`src/rtl/pipe_fetch_queue.sv`:
```
// Instruction fetch unit with a small FIFO of {pc, word} entries feeding decode.
// Define PIPE_FETCH_BYPASS_EN to forward a completing fetch straight to the head outputs when the queue is empty.
module pipe_fetch_queue #(
  parameter logic [31:0] PROGRAM_COUNTER_RESET = 32'h0000_0000,
  parameter int unsigned QUEUE_DEPTH           = 2
) (
  input  logic                           clk,
  input  logic                           rst_n,
  input  logic                           run,
  input  logic                           flush,
  input  logic [31:0]                    flushProgramCounter,
  input  logic                           consume,
  output logic [31:0]                    instruction,
  output logic [31:0]                    instructionProgramCounter,
  output logic                           instructionValid,
  output logic [$clog2(QUEUE_DEPTH):0]   queueCount,
  output logic                           addressMisaligned,
  output logic [31:0]                    fetchAddress,
  output logic                           fetchEnable,
  input  logic                           fetchBusy,
  input  logic [31:0]                    fetchData
);

  localparam int unsigned PTR_W = $clog2(QUEUE_DEPTH);
  localparam int unsigned CNT_W = PTR_W + 1;
  localparam logic [CNT_W-1:0] DEPTH_CNT = CNT_W'(QUEUE_DEPTH);

  logic [31:0]      pc_q, pc_d;
  logic [PTR_W-1:0] head_q, head_d;
  logic [PTR_W-1:0] tail_q, tail_d;
  logic [CNT_W-1:0] count_q, count_d;

  logic [31:0] pc_mem   [QUEUE_DEPTH];
  logic [31:0] data_mem [QUEUE_DEPTH];

  logic queue_empty;
  logic queue_full;
  logic fetch_done;
  logic bypass_hit;
  logic push;
  logic pop;

  assign queue_empty       = (count_q == '0);
  assign queue_full        = (count_q >= DEPTH_CNT);
  assign addressMisaligned = |pc_q[1:0];
  assign fetchAddress      = pc_q;

  // rst_n is folded in so no request escapes while reset is held.
  assign fetchEnable = rst_n && run && !flush && !addressMisaligned && !queue_full;
  assign fetch_done  = fetchEnable && !fetchBusy;

`ifdef PIPE_FETCH_BYPASS_EN
  assign bypass_hit = fetch_done && queue_empty;
`else
  assign bypass_hit = 1'b0;
`endif

  // A bypassed word consumed in the same cycle never lands in the queue.
  assign push = fetch_done && !(bypass_hit && consume);
  assign pop  = consume && !queue_empty && !flush;

  always_comb begin
    pc_d    = pc_q;
    head_d  = head_q;
    tail_d  = tail_q;
    count_d = count_q;
    if (flush) begin
      pc_d    = flushProgramCounter;
      head_d  = '0;
      tail_d  = '0;
      count_d = '0;
    end else begin
      if (fetch_done) begin
        pc_d = pc_q + 32'd4;
      end
      if (push) begin
        tail_d = tail_q + 1'b1;
      end
      if (pop) begin
        head_d = head_q + 1'b1;
      end
      case ({push, pop})
        2'b10:   count_d = count_q + 1'b1;
        2'b01:   count_d = count_q - 1'b1;
        default: count_d = count_q;
      endcase
    end
  end

  always_ff @(posedge clk or negedge rst_n) begin
    if (!rst_n) begin
      pc_q    <= PROGRAM_COUNTER_RESET;
      head_q  <= '0;
      tail_q  <= '0;
      count_q <= '0;
    end else begin
      pc_q    <= pc_d;
      head_q  <= head_d;
      tail_q  <= tail_d;
      count_q <= count_d;
    end
  end

  // Entry storage carries no reset; occupancy alone decides validity.
  always_ff @(posedge clk) begin
    if (push) begin
      pc_mem[tail_q]   <= pc_q;
      data_mem[tail_q] <= fetchData;
    end
  end

  always_comb begin
    instruction               = 32'hFFFF_FFFF;
    instructionProgramCounter = 32'h0000_0000;
    instructionValid          = 1'b0;
    if (!queue_empty) begin
      instruction               = data_mem[head_q];
      instructionProgramCounter = pc_mem[head_q];
      instructionValid          = 1'b1;
    end else if (bypass_hit) begin
      instruction               = fetchData;
      instructionProgramCounter = pc_q;
      instructionValid          = 1'b1;
    end
  end

  assign queueCount = count_q;

endmodule

```
`config.mk`:
```
export PLATFORM = sky130hd
export DESIGN_NAME = pipe_fetch_queue
export DESIGN_NICKNAME = d
export VERILOG_FILES = /design/src/rtl/pipe_fetch_queue.sv
export SDC_FILE = /design/constraint.sdc
export NUM_CORES = 1
export LEC_CHECK = 0
export CORE_MARGIN = 3
export CORE_UTILIZATION = 49
export DETAILED_ROUTE_END_ITERATION = 8
export HOLD_SLACK_MARGIN = 0.03
export PLACE_DENSITY = 0.84
export SLEW_MARGIN = 10
export SYNTH_ARGS = -nofsm -noshare
export SYNTH_HDL_FRONTEND = slang
export SYNTH_SLANG_ARGS = --single-unit
```
`constraint.sdc`:
```
create_clock -name clk -period 5.8 [get_ports clk]
set_input_delay 0.58 -clock clk [delete_from_list [all_inputs] [get_ports clk]]
set_output_delay 0.58 -clock clk [all_outputs]
set_load 0.01 [all_outputs]
```
# After elaboration in Yosys (flattened, before gate mapping)
# Memory sizes are Yosys's and may differ from the RTL's.
# Index checks and enable logic that the tools add are counted.
dict set report word_totals {
  inputBits 70
  output_inout_bits 101
  elab_cells 44
  ram_bits 128
  mem_count 2
  reg_bits 36
}
dict set report op_classes {
  reduce_logical 17
  addsub 5
  n_eq_ne 2
  magnitude_cmp 1
  muxes 13
}
# name words word_bits rd rd_ports_with_merged_regs wr line
set memory_table {}
lappend memory_table {data_mem 2 32 1 0 1 34} ;# logic [31:0] data_mem [QUEUE_DEPTH];
lappend memory_table {pc_mem 2 32 1 0 1 33} ;# logic [31:0] pc_mem [QUEUE_DEPTH];
# cell count
set op_table {}
lappend op_table {{$mux W32} 4}
lappend op_table {{$add A32 B3 Y32 const B} 1}
lappend op_table {{$logic_and A1 B1 Y1} 7}
lappend op_table {{$mux W1} 7}
lappend op_table {{$logic_not A1 Y1} 5}
lappend op_table {{$pmux W2 S2} 1}
lappend op_table {{$reduce_bool A2 Y1} 2}
lappend op_table {{$reduce_bool A3 Y1} 1}
lappend op_table {{$add A1 B1 Y1 const B} 2}
lappend op_table {{$add A2 B1 Y2 const B} 1}
lappend op_table {{$eq A2 B1 Y1 const B} 1}
lappend op_table {{$eq A2 B2 Y1 const B} 1}
lappend op_table {{$ge A2 B2 Y1 const B} 1}
lappend op_table {{$logic_not A2 Y1} 1}
lappend op_table {{$mux W2} 1}
lappend op_table {{$reduce_or A2 Y1} 1}
lappend op_table {{$sub A2 B1 Y2 const B} 1}

# Logic depth before layout (Yosys ltp)
# Gate-level depths: netlist (run 1).
dict set report logic_depth {
  word_depth 8
  mapped_depth 8
  ltp_nobuf 6
}

# Worst setup path after synthesis (run 1)
# No wires, ideal clock.
dict set report synth_timing {
  path_kind {register -> register}
  from {register pc_q[1] (netlist: fetchAddress[1])}
  to {memory data_mem[0][0], enable pin}
  t_required_ns 5.313
  setup_ns 0.487
  path_slack_ns 1.143
  path_buffers 3
  synth_period_minus_slack_ns 4.657
  arrival_ns 4.170
  path_stages_with_launch 7
  cell_sequence {dfrtp_1 -> or2_0 -> buf_2 -> or3_1 -> buf_2 -> clkbuf_1 -> nor2_1}
}
dict set report synth_between {
  elab_chain_cells 7
}
# element line
set synth_rtl {}
lappend synth_rtl {{start: declaration} 28} ;# logic [31:0] pc_q, pc_d;
lappend synth_rtl {{start signal: assignment} 97} ;# pc_q <= pc_d;
lappend synth_rtl {{$reduce_or A2 Y1} 45} ;# assign addressMisaligned = |pc_q[1:0];
lappend synth_rtl {{net addressMisaligned} 17} ;# output logic addressMisaligned,
lappend synth_rtl {{$logic_not A1 Y1} 49} ;# assign fetchEnable = rst_n && run && !flush && !addressMisaligned && !queue_full;
lappend synth_rtl {{$logic_and A1 B1 Y1 (2 in series)} 49}
lappend synth_rtl {{$logic_and A1 B1 Y1} 50} ;# assign fetch_done = fetchEnable && !fetchBusy;
lappend synth_rtl {{$mux W1} 106} ;# if (push) begin
lappend synth_rtl {{$mux W1 (implied by the code)} 108} ;# data_mem[tail_q] <= fetchData;
lappend synth_rtl {{end: declaration} 34}
# The timed path passes the listed nets, and every way through them passes these cells.

# Worst setup path after layout (run 1)
dict set report layout_timing {
  from {register count_q[0] (netlist: queueCount[0])}
  to {output port instruction[8]}
}
dict set report layout_between {
  elab_chain_cells 2
}
# element line
set layout_rtl {}
lappend layout_rtl {{start: declaration} 31} ;# logic [CNT_W-1:0] count_q, count_d;
lappend layout_rtl {{start signal: assignment} 100} ;# count_q <= count_d;
lappend layout_rtl {{$logic_not A2 Y1} 43} ;# assign queue_empty = (count_q == '0);
lappend layout_rtl {{$mux W32} 116} ;# if (!queue_empty) begin
lappend layout_rtl {{end: declaration} 13} ;# output logic [31:0] instruction,
# No other way between the ends.

==> results.toml, run 1 <==
[hold_path]
min_path_type = "input port to async pin"

[sta]
holdWs_ns = 0.274
rsz0062_at_grt = "false"
max-slew-margin-rel = 0.207
finalSetupTns_ns = 0
timing.final.ws_setup_ns = 2.49
slew_violations = 0
layout_worst_path_cycle_share = 0.571
setup_viol = 0
period_minus_slack_ns = 3.31
skew_ns = 0.0103
final-hold-violation-count = 0
worst_pin_slew_ns = 1.19
max_freq_ghz = 0.302

[global_route]
grt_overflow = 0
antenna_found_initial = 0
grt_pass1_wl_microns = 24200
grt_max_degree = 66
grt_pass1_vias = 4713
grt.total_usage = 0.208

[yosys]
syn-num-nets = 575
synth-adder-area-share = 0.00183
synth_area_sq_mm = 0.00684
synth_top_family_by_area = "simple AND/OR/NAND/NOR gates"
synthSimpleGateAreaFrac = 0.118
synth.distinct_cells = 39
synth-edff-count = 128
synth_area_per_cell_sq_um = 13.6
synth-xor-area-share = 0.00640
synth-seq-cells = 164
synth_compound_area_frac = 0.0593
yosys-mux-area-fraction = 0.0999
synth_flop_cell = "edfxtp_1"
synthCells = 504
yosysWarnings = 0
yosysSeqAreaShare = 0.694
synthArstFlopShare = 0.220

[clock_tree]
clock_sinks = 164
cts_root_buf = "clkbuf_16"
numCtsBuffers = 17
cts_buffer_depth = 2
clk_pin_slew_ns = 0.07
postCtsSetupRepairBufs = 0
clk_latency_ns = 0.41
htreeDepth = 4
cts_resized = 0
hold_buffers = 0
cts_tree = "yes"

[detailed_routing]
drc = 0
wire_per_inst_microns = 18.3
drt.antenna.violating_nets = 0
vias = 4781
wl_microns = 15700
drt_iter0_drc = 513
first_pass_iters = 5
via_per_inst = 5.56

[place]
globalplace.congestion = 0.833
port_buffers = 170
placed_cell_area_sq_mm = 0.00870
dp_slack_ns = 2.00
place_hpwl_microns = 10400

[status]
outcome = "finished clean"

[critical_path]
critPathSlowestCell = "clkinv_1"
critical_path.cell_chain = "nor2_2 > clkinv_1 > nand2_1 > clkdlybuf4s50_1"
worstSetupStartpointType = "flop"
critPathMaxStageDelay_ns = 0.80
critPathKind = "flop to output port"
worstSetupEndpointType = "output port"
crit_required_ns = 5.22
crit_fanout = 34
arrival_ns = 2.73

[cells_and_area]
drive_gt1_frac = 0.0760
syn2layout_area_growth_pct = 36.1
nFillCells = 933
multi_input_area_sq_mm = 0.00198
fin_nets = 742
num_antenna_cells = 0
regArea_sq_mm = 0.00475
finalInstanceArea_sq_mm = 0.00931

[power]
leakage_nw = 3.13
p_per_area_mw_per_mm2 = 291
ir_worst_vdd_uv = 207

[floorplan]
die-area_sq_mm = 0.0154
die_x_microns = 124
die_y_microns = 124
num_rows = 42
ioPinCount = 171
initial_core_util = 0.508
fp.coreArea_sq_mm = 0.0135

[run]
max_cap_viol_count = 0
==> cell usage after synthesis, types with 4 or more instances <==
master    instances  area (sq um)
a221o_1           5          50.1
nand3_1          15          75.1
a31o_2            4          35.0
nor2_1           53           199
buf_2            11          55.1
o311ai_0          7          61.3
inv_1             5          18.8
nand2_1          68           255
and3_1            5          31.3
nand4_1          11          68.8
nor3_1            7          35.0
clkbuf_1         15          56.3
o211ai_1         10          75.1
mux2i_1          66           661
o21ai_0          18          90.1
a21oi_1           5          25.0
edfxtp_1        128          3840
dfrtp_1          36           901
==> sequential cells by signal, summed over array words and instances (netlist names) <==
register and flops:
tail_q 1, data_mem 64, pc_mem 64, queueCount 2, fetchAddress 32, head_q 1
==> stage by stage <==
step	utilization	total power, mW	std cells
2_1_floorplan	-	1.44	504
3_3_place_gp	0.647	1.59	828
3_5_place_dp	0.647	1.60	828
4_1_cts	0.692	2.72	860
5_1_grt	0.692	2.79	860
6_report	0.692	2.71	860
==> final timing paths <==
kind	slack, ns	endpoint	cells after the start	from
setup / recovery	2.49	instruction[8]	4	queueCount[0]$_DFFE_PN0P_
hold / removal	0.27	fetchAddress[24]$_DFFE_PN0P_	1	rst_n
setup reg to reg	2.95	pc_mem[0][12]$_DFFE_PP_	4	fetchAddress[1]$_DFFE_PN0P_
hold reg to reg	0.52	pc_mem[0][0]$_DFFE_PP_	0	fetchAddress[0]$_DFFE_PN0P_
max in group asynchronous	4.87	head_q$_DFFE_PN0P_	1	rst_n
min in group clk	0.52	pc_mem[0][0]$_DFFE_PP_	0	fetchAddress[0]$_DFFE_PN0P_
==> logic make-up after synthesis <==
| family | count (synthesis) |
|---|---|
| AOI/OAI and AO/OA | 58 |
| DFF | 164 |
| buffers and inverters | 33 |
| xor gates and xnor gates | 5 |
| and+or+nand+nor | 175 |
| muxes | 68 |
| adders and majority gates | 1 |
==> where the power goes <==
group | leakage [nW] | internal (mW) | switching [mW]
clock network | 0.294 | 0.682 | 0.451
registers | 1.60 | 1.30 | 0.0520
logic | 1.24 | 0.126 | 0.0941
==> layout make-up <==
cell class,count,share of cell area
inverter,6,0.00242
multi-input combinational,307,0.213
tap,176,0.0237
clock inverter,15,0.0192
timing repair buffer,175,0.186
clock buffer,17,0.0457
sequential,164,0.510
==> worst max-delay path, delay by kind of cell (launching register included) <==
kind	cells	cell delay, ns
buffers and inverters	2	1.38
and+or+nand+nor	2	0.51
DFF	1	0.44
==> layout by cell type, fill, tap and decap left out, types with 10 or more instances in the layout <==
| master | count |
|---|---|
| edfxtp_1 | 128 |
| o211ai_1 | 10 |
| mux2i_1 | 66 |
| nand3_1 | 15 |
| nor2_1 | 51 |
| clkdlybuf4s50_1 | 169 |
| nand4_1 | 11 |
| dfrtp_1 | 35 |
| o21ai_0 | 18 |
| clkbuf_16 | 17 |
| nand2_1 | 68 |
==> layer usage <==
layer | GRT usage | wire (microns)
met2 | 0.343 | 7860
met1 | 0.265 | 6180
met3 | 0.0609 | 1410
met5 | 0 | 0
met4 | 0.0712 | 255
Note: power is estimated with default switching activity, not from simulation.
==> run 2: changes to the inputs <==
- clock period: 5.8 -> 3.2 ns (I/O delays scaled with it)
==> results.toml, run 2 (same netlist as run 1, synthesis figures left out) <==
[sta]
layout_worst_path_cycle_share = 0.842
rsz0062_at_grt = "false"
final-hold-violation-count = 0
period_minus_slack_ns = 2.69
max-slew-margin-rel = 0.252
skew_ns = 0.00827
slew_violations = 0
finalSetupTns_ns = 0
max_freq_ghz = 0.371
setup_viol = 0
worst_pin_slew_ns = 1.12

[floorplan]
die_y_microns = 124
die-area_sq_mm = 0.0154
num_rows = 42
ioPinCount = 171
initial_core_util = 0.508
die_x_microns = 124
fp.coreArea_sq_mm = 0.0135

[detailed_routing]
wl_microns = 16300
via_per_inst = 5.64
first_pass_iters = 6
drt_iter0_drc = 492
drt.antenna.violating_nets = 0
drc = 0
vias = 4903
wire_per_inst_microns = 18.7

[power]
clkPwrFrac = 0.435
seq_power_share = 0.483
p_sw_frac = 0.209
leakage_nw = 3.20
ir_worst_vdd_uv = 369
p_int_mw = 4.00
p_per_area_mw_per_mm2 = 535
p_comb_frac = 0.081
switching_power_mw = 1.06

[global_route]
grt_pass1_vias = 4764
grt_max_degree = 65
grt_pass1_wl_microns = 25100
grt_overflow = 0
grt.total_usage = 0.213
antenna_found_initial = 0

[clock_tree]
cts_tree = "yes"
clk_latency_ns = 0.41
cts_buffer_depth = 2
clk_pin_slew_ns = 0.06
htreeDepth = 4
cts_root_buf = "clkbuf_16"
clock_sinks = 164
postCtsSetupRepairBufs = 0
numCtsBuffers = 17

[cells_and_area]
num_antenna_cells = 0
syn2layout_area_growth_pct = 38.3
fin_nets = 751
drive_gt1_frac = 0.0823
fin_util = 0.703
final_common_cell = "clkdlybuf4s50_1"
final_cell_mix = "clkdlybuf4s50_1, edfxtp_1, nand2_1"
finalInstanceArea_sq_mm = 0.00946

[critical_path]
critPathKind = "flop to output port"
worstSetupEndpointType = "output port"
ff2ff_setup_slack_ns = 0.90
crit_fanout = 26
worstSetupStartpointType = "flop"
arrival_ns = 2.37
crit_required_ns = 2.88

[hold_path]
min_path_type = "input port to flop"

[status]
outcome = "finished clean"

[place]
place_hpwl_microns = 10900
port_buffers = 170
placed_cell_area_sq_mm = 0.00880
globalplace.congestion = 0.824

[run]
max_cap_viol_count = 0
run 2: final cells by class:
cell class	instances	area, sq um
clock inverters	12	203
flip-flops and latches	164	4750
fillers	905	3990
inverters	6	22.5
well taps	176	220
multi-input cells	307	1980
clock buffers	20	447
repair buffers	184	1840
run 2: through the flow:
| step | std cells | hold WS, ns | setup WS, ns | power [mW] |
|---|---|---|---|---|
| after detailed placement | 836 | 0.456 | 0.697 | 2.89 |
| after CTS | 869 | 0.458 | 0.463 | 5.08 |
| after global routing | 869 | 0.477 | 0.380 | 5.23 |
| after floorplan | 504 | 0.0244 | 0.321 | 2.61 |
| after global placement | 836 | 0.463 | 0.795 | 2.88 |
| final | 869 | 0.468 | 0.506 | 5.06 |
run 2: final timing paths:
| path | from | endpoint | depth (start not counted) |
|---|---|---|---|
| setup / recovery | head_q$_DFFE_PN0P_ | instruction[3] | 4 |
| hold / removal | flushProgramCounter[3] | fetchAddress[3]$_DFFE_PN0P_ | 3 |
| setup reg to reg | fetchAddress[2]$_DFFE_PN0P_ | fetchAddress[26]$_DFFE_PN0P_ | 6 |
| hold reg to reg | fetchAddress[1]$_DFFE_PN0P_ | pc_mem[1][1]$_DFFE_PP_ | 0 |
| max in group asynchronous | rst_n | head_q$_DFFE_PN0P_ | 3 |
| min in group asynchronous | rst_n | fetchAddress[27]$_DFFE_PN0P_ | 3 |
run 2: metal layers:
metal | routed length, microns | vias up | track usage
li1 | - | 2231 | -
met1 | 6280 | 2359 | 0.275
met2 | 8290 | 290 | 0.361
met3 | 1450 | 23 | 0.0509
met4 | 233 | 0 | 0.0643
met5 | 0 | - | 0
run 2: critical path, stage by stage (launching register included):
cell,delay (ns)
dfrtp_4,0.72
buf_4,0.40
mux2i_1,0.27
nand2_1,0.08
clkdlybuf4s50_1,0.49
run 2: timing repair:
item / 4_1_cts / 5_1_grt
hold endpoints to repair: 36 / 0
hold buffers: 1 / 0
resized for setup: 0 / 0
run 2: power by group through the flow:
stage | Combinational, mW | Clock (mW) | Sequential [mW]
6_report | 0.411 | 2.20 | 2.45
5_1_grt | 0.441 | 2.34 | 2.45
2_1_floorplan | 0.139 | 0 | 2.47
3_3_place_gp | 0.398 | 0 | 2.48
3_5_place_dp | 0.408 | 0 | 2.49
4_1_cts | 0.413 | 2.23 | 2.44
==> run 3: changes to the inputs <==
- CORE_UTILIZATION: 49 -> 44
- PLACE_DENSITY: 0.84 -> 0.8
- clock period: 3.2 -> 2.2 ns (I/O delays scaled with it)
==> results.toml, run 3 (same netlist as run 1, synthesis figures left out) <==
[sta]
period_minus_slack_ns = 2.17
max_freq_ghz = 0.461
holdWs_ns = 0.371
setup_viol = 0
layout_worst_path_cycle_share = 0.987
worst_pin_slew_ns = 0.644
rsz0062_at_grt = "true"
slew_violations = 0
max-slew-margin-rel = 0.569
final-hold-violation-count = 0
skew_ns = 0.00690

[clock_tree]
htreeDepth = 4
cts_buffer_depth = 2
cts_tree = "yes"
numCtsBuffers = 17
clk_latency_ns = 0.42
clk_pin_slew_ns = 0.06
clock_sinks = 164
cts_root_buf = "clkbuf_16"

[status]
outcome = "finished clean"

[global_route]
grt_pass1_wl_microns = 25600
grt_pass1_vias = 4890
grt_overflow = 0
grt_max_degree = 49
antenna_found_initial = 0
use_met2 = 0.314
use_met1 = 0.262
use_met3 = 0.0537
busiest_layer = "met2"
grt.total_usage = 0.197

[power]
ir_worst_vdd_uv = 563
p_per_area_mw_per_mm2 = 721
switching_power_mw = 1.56
p_sw_frac = 0.223
seq_power_share = 0.501
p_comb_frac = 0.097
leakage_nw = 3.70
clkPwrFrac = 0.403
p_int_mw = 5.46

[detailed_routing]
drc = 0
via_per_inst = 5.47
wire_per_inst_microns = 18.5
drt_iter0_drc = 472
first_pass_iters = 6
wl_microns = 16800
vias = 4955
drt.antenna.violating_nets = 0

[cells_and_area]
num_antenna_cells = 0
fin_nets = 780
instances_no_fill = 906
drive_gt1_frac = 0.123
syn2layout_area_growth_pct = 42.5
final_common_cell = "edfxtp_1"
final_cell_mix = "edfxtp_1, clkdlybuf4s50_1, nand2_1"

[floorplan]
num_rows = 44
die-area_sq_mm = 0.0171
die_x_microns = 131
initial_core_util = 0.460
ioPinCount = 171
die_y_microns = 131
fp.coreArea_sq_mm = 0.0149

[critical_path]
critPathKind = "flop to output port"
crit_required_ns = 1.98
crit_fanout = 35
worstSetupEndpointType = "output port"
worstSetupStartpointType = "flop"
arrival_ns = 1.95

[place]
globalplace.congestion = 0.831
dp_cells = 871
place_hpwl_microns = 11600
port_buffers = 170

[hold_path]
min_path_type = "input port to flop"

[run]
max_cap_viol_count = 0
==> run 3: path summary, 6_finish.rpt <==
check                                                endpoint  slack (ns)                         from  depth (start not counted)
worst max-delay path            instructionProgramCounter[28]        0.03           head_q$_DFFE_PN0P_                          4
worst min-delay path              fetchAddress[3]$_DFFE_PN0P_        0.37       flushProgramCounter[3]                          3
worst max register to register   fetchAddress[26]$_DFFE_PN0P_        0.16  fetchAddress[1]$_DFFE_PN0P_                          7
worst min register to register         pc_mem[0][1]$_DFFE_PP_        0.52  fetchAddress[1]$_DFFE_PN0P_                          0
max in group asynchronous                  head_q$_DFFE_PN0P_        1.37                        rst_n                          3
min in group asynchronous         fetchAddress[5]$_DFFE_PN0P_        0.46                        rst_n                          3
==> run 3: power groups by stage <==
stage | registers (mW) | clock network [mW] | logic [mW]
3_5_place_dp | 3.58 | 0 | 0.680
4_1_cts | 3.52 | 2.88 | 0.687
6_report | 3.52 | 2.83 | 0.679
2_1_floorplan | 3.60 | 0 | 0.203
3_3_place_gp | 3.58 | 0 | 0.669
5_1_grt | 3.53 | 3.01 | 0.733
==> run 3: area by class of cell <==
| cell class | count | area (sq um) |
|---|---|---|
| timing repair buffer | 213 | 2190 |
| inverter | 6 | 22.5 |
| fill | 1070 | 5120 |
| sequential | 164 | 4750 |
| clock buffer | 19 | 433 |
| multi-input combinational | 307 | 1980 |
| tap | 184 | 230 |
| clock inverter | 13 | 136 |
==> run 3: critical path, stage by stage, from the launching register on <==
cell and delay, ns:
dfrtp_4 0.44, buf_12 0.26, mux2i_1 0.27, nor2_1 0.06, clkdlybuf4s50_1 0.48
==> run 3: what timing repair did <==
item	CTS	global route
hold endpoints to repair	36	0
gates resized for setup	13	46
buffers inserted	0	2
hold buffers	1	0
gates cloned	0	0
endpoints found under the setup margin	41	55
==> run 3: metrics by stage <==
stage	setup slack [ns]	power, mW	utilization	TNS [ns]	instance area [sq um]
floorplan	-0.605	3.80	-	-60.41	6860
global placement	0.0612	4.24	0.608	0	9040
detailed placement	-0.0968	4.26	0.608	-1.02	9040
CTS	-0.0195	7.08	0.647	-0.0280	9620
global route	-0.0469	7.28	0.656	-0.131	9750
finish	0.0286	7.03	0.656	0	9750
==> run 3: layer usage <==
| metal | share of wire | vias to the layer above | routed length, microns |
|---|---|---|---|
| met5 | 0 | - | 0 |
| met3 | 0.079 | 25 | 1320 |
| met4 | 0.015 | 0 | 254 |
| li1 | - | 2298 | - |
| met2 | 0.48 | 210 | 8060 |
| met1 | 0.43 | 2422 | 7150 |
